### config.mk
export PLATFORM = sky130hd
export DESIGN_NAME = memory_access_unit
export DESIGN_NICKNAME = d
export VERILOG_FILES = /design/src/rtl/memory_access_unit.sv
export SDC_FILE = /design/constraint.sdc
export NUM_CORES = 1
export LEC_CHECK = 0
export CAP_MARGIN = 20
export CORE_MARGIN = 1.5
export CORE_UTILIZATION = 43
export CTS_CLUSTER_SIZE = 40
export DETAILED_ROUTE_END_ITERATION = 8
export PLACE_DENSITY = 0.87
export SETUP_SLACK_MARGIN = 0.02
export SYNTH_ARGS = -nofsm -noshare
export SYNTH_HDL_FRONTEND = slang
export SYNTH_SLANG_ARGS = --single-unit
export TNS_END_PERCENT = 20
### constraint.sdc
create_clock -name clk -period 2.15 [get_ports clk]
set_input_delay 0.43 -clock clk [delete_from_list [all_inputs] [get_ports clk]]
set_output_delay 0.43 -clock clk [all_outputs]
set_load 0.02 [all_outputs]
### src/rtl/memory_access_unit.sv
// memory_access_unit: load/store controller for a word-addressed memory port.
// Takes one byte/half/word request at a time and returns a one-cycle response.
// Sub-word stores are done as read-modify-write, and loads are sign- or
// zero-extended.
module memory_access_unit #(
  parameter int MEM_LATENCY = 1
) (
  input  logic        clk,
  input  logic        rst_n,
  input  logic        reqValid,
  output logic        reqReady,
  input  logic        reqWrite,
  input  logic [1:0]  reqSize,
  input  logic        reqSigned,
  input  logic [31:0] reqAddr,
  input  logic [31:0] reqWdata,
  output logic        respValid,
  output logic [31:0] respData,
  output logic        respError,
  output logic [31:0] memAddress,
  output logic        memReadEnable,
  output logic        memWriteEnable,
  output logic [31:0] memDataIn,
  input  logic [31:0] memDataOut
);

  typedef enum logic [1:0] {IDLE, READ, WRITE, RESP} state_t;

  localparam logic [3:0] CNT_INIT = 4'(MEM_LATENCY - 1);

  state_t      state;
  logic [3:0]  cnt;
  logic        lat_write;
  logic [1:0]  lat_size;
  logic        lat_signed;
  logic [1:0]  lat_off;
  logic [15:0] lat_wdata;

  // Size 11 is illegal; halves need even addresses and words need addresses aligned to 4.
  function automatic logic is_err(input logic [1:0] size, input logic [1:0] off);
    logic e;
    case (size)
      2'b00:   e = 1'b0;
      2'b01:   e = off[0];
      2'b10:   e = (off != 2'b00);
      default: e = 1'b1;
    endcase
    return e;
  endfunction

  // Pull the addressed lane out of the word and extend it to 32 bits.
  function automatic logic [31:0] extract(input logic [31:0] word, input logic [1:0] size,
                                          input logic [1:0] off, input logic sgn);
    logic [7:0]  b;
    logic [15:0] h;
    logic [31:0] r;
    case (off)
      2'b00:   b = word[7:0];
      2'b01:   b = word[15:8];
      2'b10:   b = word[23:16];
      default: b = word[31:24];
    endcase
    h = off[1] ? word[31:16] : word[15:0];
    case (size)
      2'b00:   r = {{24{sgn & b[7]}}, b};
      2'b01:   r = {{16{sgn & h[15]}}, h};
      default: r = word;
    endcase
    return r;
  endfunction

  // Overwrite the addressed byte/half lane of the old word with store data.
  function automatic logic [31:0] merge(input logic [31:0] word, input logic [1:0] size,
                                        input logic [1:0] off, input logic [15:0] wd);
    logic [31:0] r;
    r = word;
    if (size == 2'b00) begin
      case (off)
        2'b00:   r[7:0]   = wd[7:0];
        2'b01:   r[15:8]  = wd[7:0];
        2'b10:   r[23:16] = wd[7:0];
        default: r[31:24] = wd[7:0];
      endcase
    end else if (off[1]) begin
      r[31:16] = wd;
    end else begin
      r[15:0] = wd;
    end
    return r;
  endfunction

  // Control FSM with all port outputs registered.
  always_ff @(posedge clk or negedge rst_n) begin
    if (!rst_n) begin
      state          <= IDLE;
      cnt            <= 4'd0;
      lat_write      <= 1'b0;
      lat_size       <= 2'b00;
      lat_signed     <= 1'b0;
      lat_off        <= 2'b00;
      lat_wdata      <= 16'd0;
      reqReady       <= 1'b1;
      respValid      <= 1'b0;
      respData       <= 32'd0;
      respError      <= 1'b0;
      memAddress     <= 32'd0;
      memReadEnable  <= 1'b0;
      memWriteEnable <= 1'b0;
      memDataIn      <= 32'd0;
    end else begin
      respValid <= 1'b0;
      respData  <= 32'd0;
      respError <= 1'b0;
      case (state)
        IDLE: begin
          if (reqValid) begin
            lat_write  <= reqWrite;
            lat_size   <= reqSize;
            lat_signed <= reqSigned;
            lat_off    <= reqAddr[1:0];
            lat_wdata  <= reqWdata[15:0];
            reqReady   <= 1'b0;
            if (is_err(reqSize, reqAddr[1:0])) begin
              // Bad request: answer straight away without touching memory.
              state     <= RESP;
              respValid <= 1'b1;
              respError <= 1'b1;
            end else if (!reqWrite || reqSize != 2'b10) begin
              // Loads and sub-word stores both need the current word first.
              state         <= READ;
              cnt           <= CNT_INIT;
              memReadEnable <= 1'b1;
              memAddress    <= {2'b00, reqAddr[31:2]};
            end else begin
              // Full-word stores need no read.
              state          <= WRITE;
              memWriteEnable <= 1'b1;
              memAddress     <= {2'b00, reqAddr[31:2]};
              memDataIn      <= reqWdata;
            end
          end
        end
        READ: begin
          if (cnt == 4'd0) begin
            memReadEnable <= 1'b0;
            if (lat_write) begin
              // Keep the address for the write-back of the merged word.
              state          <= WRITE;
              memWriteEnable <= 1'b1;
              memDataIn      <= merge(memDataOut, lat_size, lat_off, lat_wdata);
            end else begin
              state      <= RESP;
              memAddress <= 32'd0;
              respValid  <= 1'b1;
              respData   <= extract(memDataOut, lat_size, lat_off, lat_signed);
            end
          end else begin
            cnt <= cnt - 4'd1;
          end
        end
        WRITE: begin
          state          <= RESP;
          memWriteEnable <= 1'b0;
          memAddress     <= 32'd0;
          memDataIn      <= 32'd0;
          respValid      <= 1'b1;
        end
        default: begin
          // RESP: the response pulse ends here and the unit reopens.
          state    <= IDLE;
          reqReady <= 1'b1;
        end
      endcase
    end
  end

endmodule

==> results by group <==
Global routing
  – First-pass GRT wire length: 34500 um
  – Vias in the first global route: 6367
  – GR Overflow Total: 0
  – Largest net degree at the start of global routing: between 40 and 50
  – Initial antenna violation count: 1
  – Met1 usage: between 30% and 40%
  – GRT met3 Usage: 8.63%
  – Global-route track usage on met2: 43.2%
  – Top Usage Layer GRT: met2
  – GRT Total Usage: between 20% and 30%

Worst setup path
  – Crit Path Max Fanout: 12
  – Crit path arrival time: 2.42 ns
  – Worst path max stage delay: 0.44 ns
  – Critical Path RT: roughly 2.5 ns
  – Crit Path Class: reg2reg
  – Worst r2r dst: memDataIn[19]
  – Largest delay contributor family on the critical path: simple AND/OR/NAND/NOR gates
  – Worst Reg-to-Reg Cells: 7
  – Cell at the slowest stage of the critical path: o21ai_4
  – Buf/Inv on CP: 2
  – CP cell instances: inv_1, ha_2, nor2b_4, and4b_2, o21ai_4, buf_12, mux2i_1
  – CP endpoint kind: register
  – Startpoint Class: register
  – Worst R2R Setup Slack: 0.05 ns
  – R2R Path Start: state[1]

STA
  – Rel. slew slack: 54.2%
  – Final Max Tran Viols: 0
  – Clock Skew: 0.0109 ns
  – Fin crit period: roughly 2.1 ns
  – Worst-margin pin slew: 0.670 ns
  – Final setup viols: 0
  – Period utilization: a little over nine tenths
  – Final hold violations: 0
  – Final setup TNS: 0 ns
  – WHS: 0.481 ns
  – Unrepaired setup endpoints after global routing: yes
  – Fmax: 0.477 GHz

Logic synthesis
  – Top post-synthesis cells by area: dfrtp_1 (46%), nor2b_1 (5.6%), mux2_1 (5.4%)
  – Async SR Flop Fraction: 100%
  – Post-Syn Instances: between 600 and 700
  – Top post-synthesis cells by count: dfrtp_1 (126), nor2b_1 (61), inv_1 (47)
  – Post-Syn Area per Cell: 10.6 um^2
  – Yosys cell types: 55
  – Register area share after synthesis: 46.3%
  – Top cell type's share of synthesized area: 46.0%
  – Netlist Area Pre-Place: roughly 6900 um^2
  – Cell with the most instances after synthesis: dfrtp_1
  – Cell accounting for the most synthesized area: dfrtp_1
  – Post-synthesis register bit count: between 100 and 150
  – Post-synth EDFFs: 0
  – Yosys warns: 0
  – Post-synth top flop: dfrtp_1

Route
  – First-pass iteration count of the detailed router: 5
  – Post-DRT Antenna Nets: 0
  – Drt total wl: 22200 um
  – Residual DRC count: 0
  – Via/cell ratio: 5.69
  – Routed length per instance: 20.0 um
  – DRT iter0 DRCs: about 700
  – Via count: 6297

Power
  – VDD IR-drop max: 1.29 mV
  – Pwr per Cell Area: 1600 nW/um^2
  – Net Sw Frac: 41.0%
  – Pwr Total: 16500 uW
  – Leak Pwr: 0.00448 uW
  – Combinational Power Share: 57.9%
  – Sequential Power Share: between 20% and 30%
  – Clk pwr share: approximately 18%
  – Switching power: 6740 uW
  – Internal: 9710 uW

Floorplan
  – Io pins: 204
  – Num rows: 45
  – Die Y: 129 um
  – Starting Density: around 45%
  – Die area: between 15000 and 20000 um^2
  – DIE WIDTH: 129 um
  – Core box area: ~15000 um^2

Finish
  – # nets final: 991
  – Area of the multi-input gates: 3360 um^2
  – Area added between synthesis and finish: 49.4%
  – Fillers: approximately 1100
  – Layout cells sized above 1: 18.2%
  – Ant. Diodes: 0
  – Register area: ~3200 um^2

Run
  – Max-cap viol count: 0

Worst hold path
  – Worst hold path type: reg2reg
  – Hold_sp: memAddress[23]
  – Hold path endpoint: memAddress[23]
  – Hold Path Depth: 1

Placement
  – Hpwl dp: roughly 16000 um
  – GP Congestion: 0.952
  – Port bufs: 201

Clock tree
  – Clock Tree Buf Depth: 2
  – Clock Sinks: 127
  – CTS tree: yes
  – Root Buffer: clkbuf_16
  – Number of CTS-inserted buffers: 17
  – Worst skew pair latency: around 0.43 ns
  – # H-tree levels: 4
  – Clock Pin Slew Worst Setup and Hold Paths: 0.06 ns

Run status
  – Status: finished clean
placed cells by master (no fill, tap or decap), drive strengths merged, types with 2 or more instances in the layout:
cell	synthesis	layout
inv	48	48
o211a	8	8
nor2b	61	61
clkbuf	27	25
o22ai	7	7
mux2	67	67
nor3	14	14
mux4	8	8
a211oi	17	17
o221ai	8	8
buf	29	65
nand3	2	2
ha	6	6
nand2b	8	8
o21ai	29	30
nand2	25	25
a31oi	9	9
clkinvlp	0	5
nor2	43	43
and3b	2	2
nor4b	8	8
or2	3	3
dfrtp	126	126
conb	1	2
o32ai	16	16
a21oi	13	13
clkdlybuf4s50	0	200
a2bb2oi	5	5
a221oi	5	5
a2111oi	8	8
a311o	8	8
mux2i	14	14
a32oi	9	9
bufinv	0	2
clkinv	0	2
nor3b	4	4
layout make-up:
cell class | count | share of cell area (%)
multi-input combinational | 420 | 32.8
inverter | 48 | 1.76
clock inverter | 9 | 1.05
tap | 211 | 2.57
clock buffer | 23 | 4.76
timing repair buffer | 268 | 26.1
sequential | 127 | 31.0
power groups by stage:
stage	clock, uW	combinational, uW	sequential, uW
after floorplan	0	5040	4490
after global placement	0	8590	3980
after detailed placement	0	8800	4010
after CTS	2920	9030	3990
after global routing	3050	10200	4110
final	2900	9530	4020
per-layer routing:
metal | routed length, um | part of all wire [%]
met5 | 12 | 0.054
met1 | 8610 | 39
met3 | 2090 | 9.4
met4 | 1040 | 4.7
met2 | 10400 | 47
worst register-to-register path: cells and delay by family, from the launching register on:
kind	cells	cell delay (ns)
compound gates	1	0.44
buf+inv	2	0.30
flops	1	0.38
simple gates	2	0.46
mux	1	0.25
fa+ha+maj	1	0.19
flip-flops by register name, indices dropped and copies added, names as in the netlist, 2 cells and up:
signal	cells
cnt	4
lat_off	2
lat_size	2
lat_wdata	16
memAddress	30
memDataIn	32
respData	32
state	2
how the worst max path moves through the flow:
stage | slack (ns) | from | to | depth (start not counted)
6_report | 0.05 | state[1] | memDataIn[19] | 7
5_1_grt | -0.008 | cnt[1] | memDataIn[19] | 7
4_1_cts | 0.03 | cnt[0] | memDataIn[31] | 7
3_5_place_dp | -0.31 | reqAddr[1] | memDataIn[30] | 5
3_3_place_gp | -0.27 | reqAddr[1] | memDataIn[29] | 5
2_1_floorplan | 0.14 | state[0] | memAddress[8] | 8
kinds of logic (layout without fill, tap and decap cells):
family / after synthesis / count (layout) / share of synthesized area [%]
AND/OR/NAND/NOR: 174 / 174 / 13.8
AO/OA/AOI/OAI: 148 / 149 / 16.4
flip-flops: 127 / 127 / 46.3
buffers and inverters: 104 / 348 / 6.40
multiplexers: 89 / 89 / 15.9
adder cells (fa/ha/maj): 6 / 6 / 1.09
other: 1 / 2 / 0.0547
repair_timing:
item / in CTS / in global routing
setup endpoints to repair: 30 / 63
hold buffers: 1 / 0
cloned: 1 / 2
pin swaps: 2 / 2
hold endpoints to repair: 32 / 0
buffers inserted: 1 / 4
resized for setup: 7 / 16
metrics by stage:
stage / util (%) / cell area, um^2 / setup WS (ns) / cells
finish: 66.7 / 10300 / 0.0549 / 1106
global route: 66.7 / 10300 / -0.00799 / 1106
CTS: 65.7 / 10100 / 0.0287 / 1100
detailed placement: 61.5 / 9460 / -0.308 / 1065
global placement: 61.5 / 9460 / -0.267 / 1065
floorplan: - / 6870 / 0.137 / 650
No activity file was read; power rests on OpenSTA's default activity.
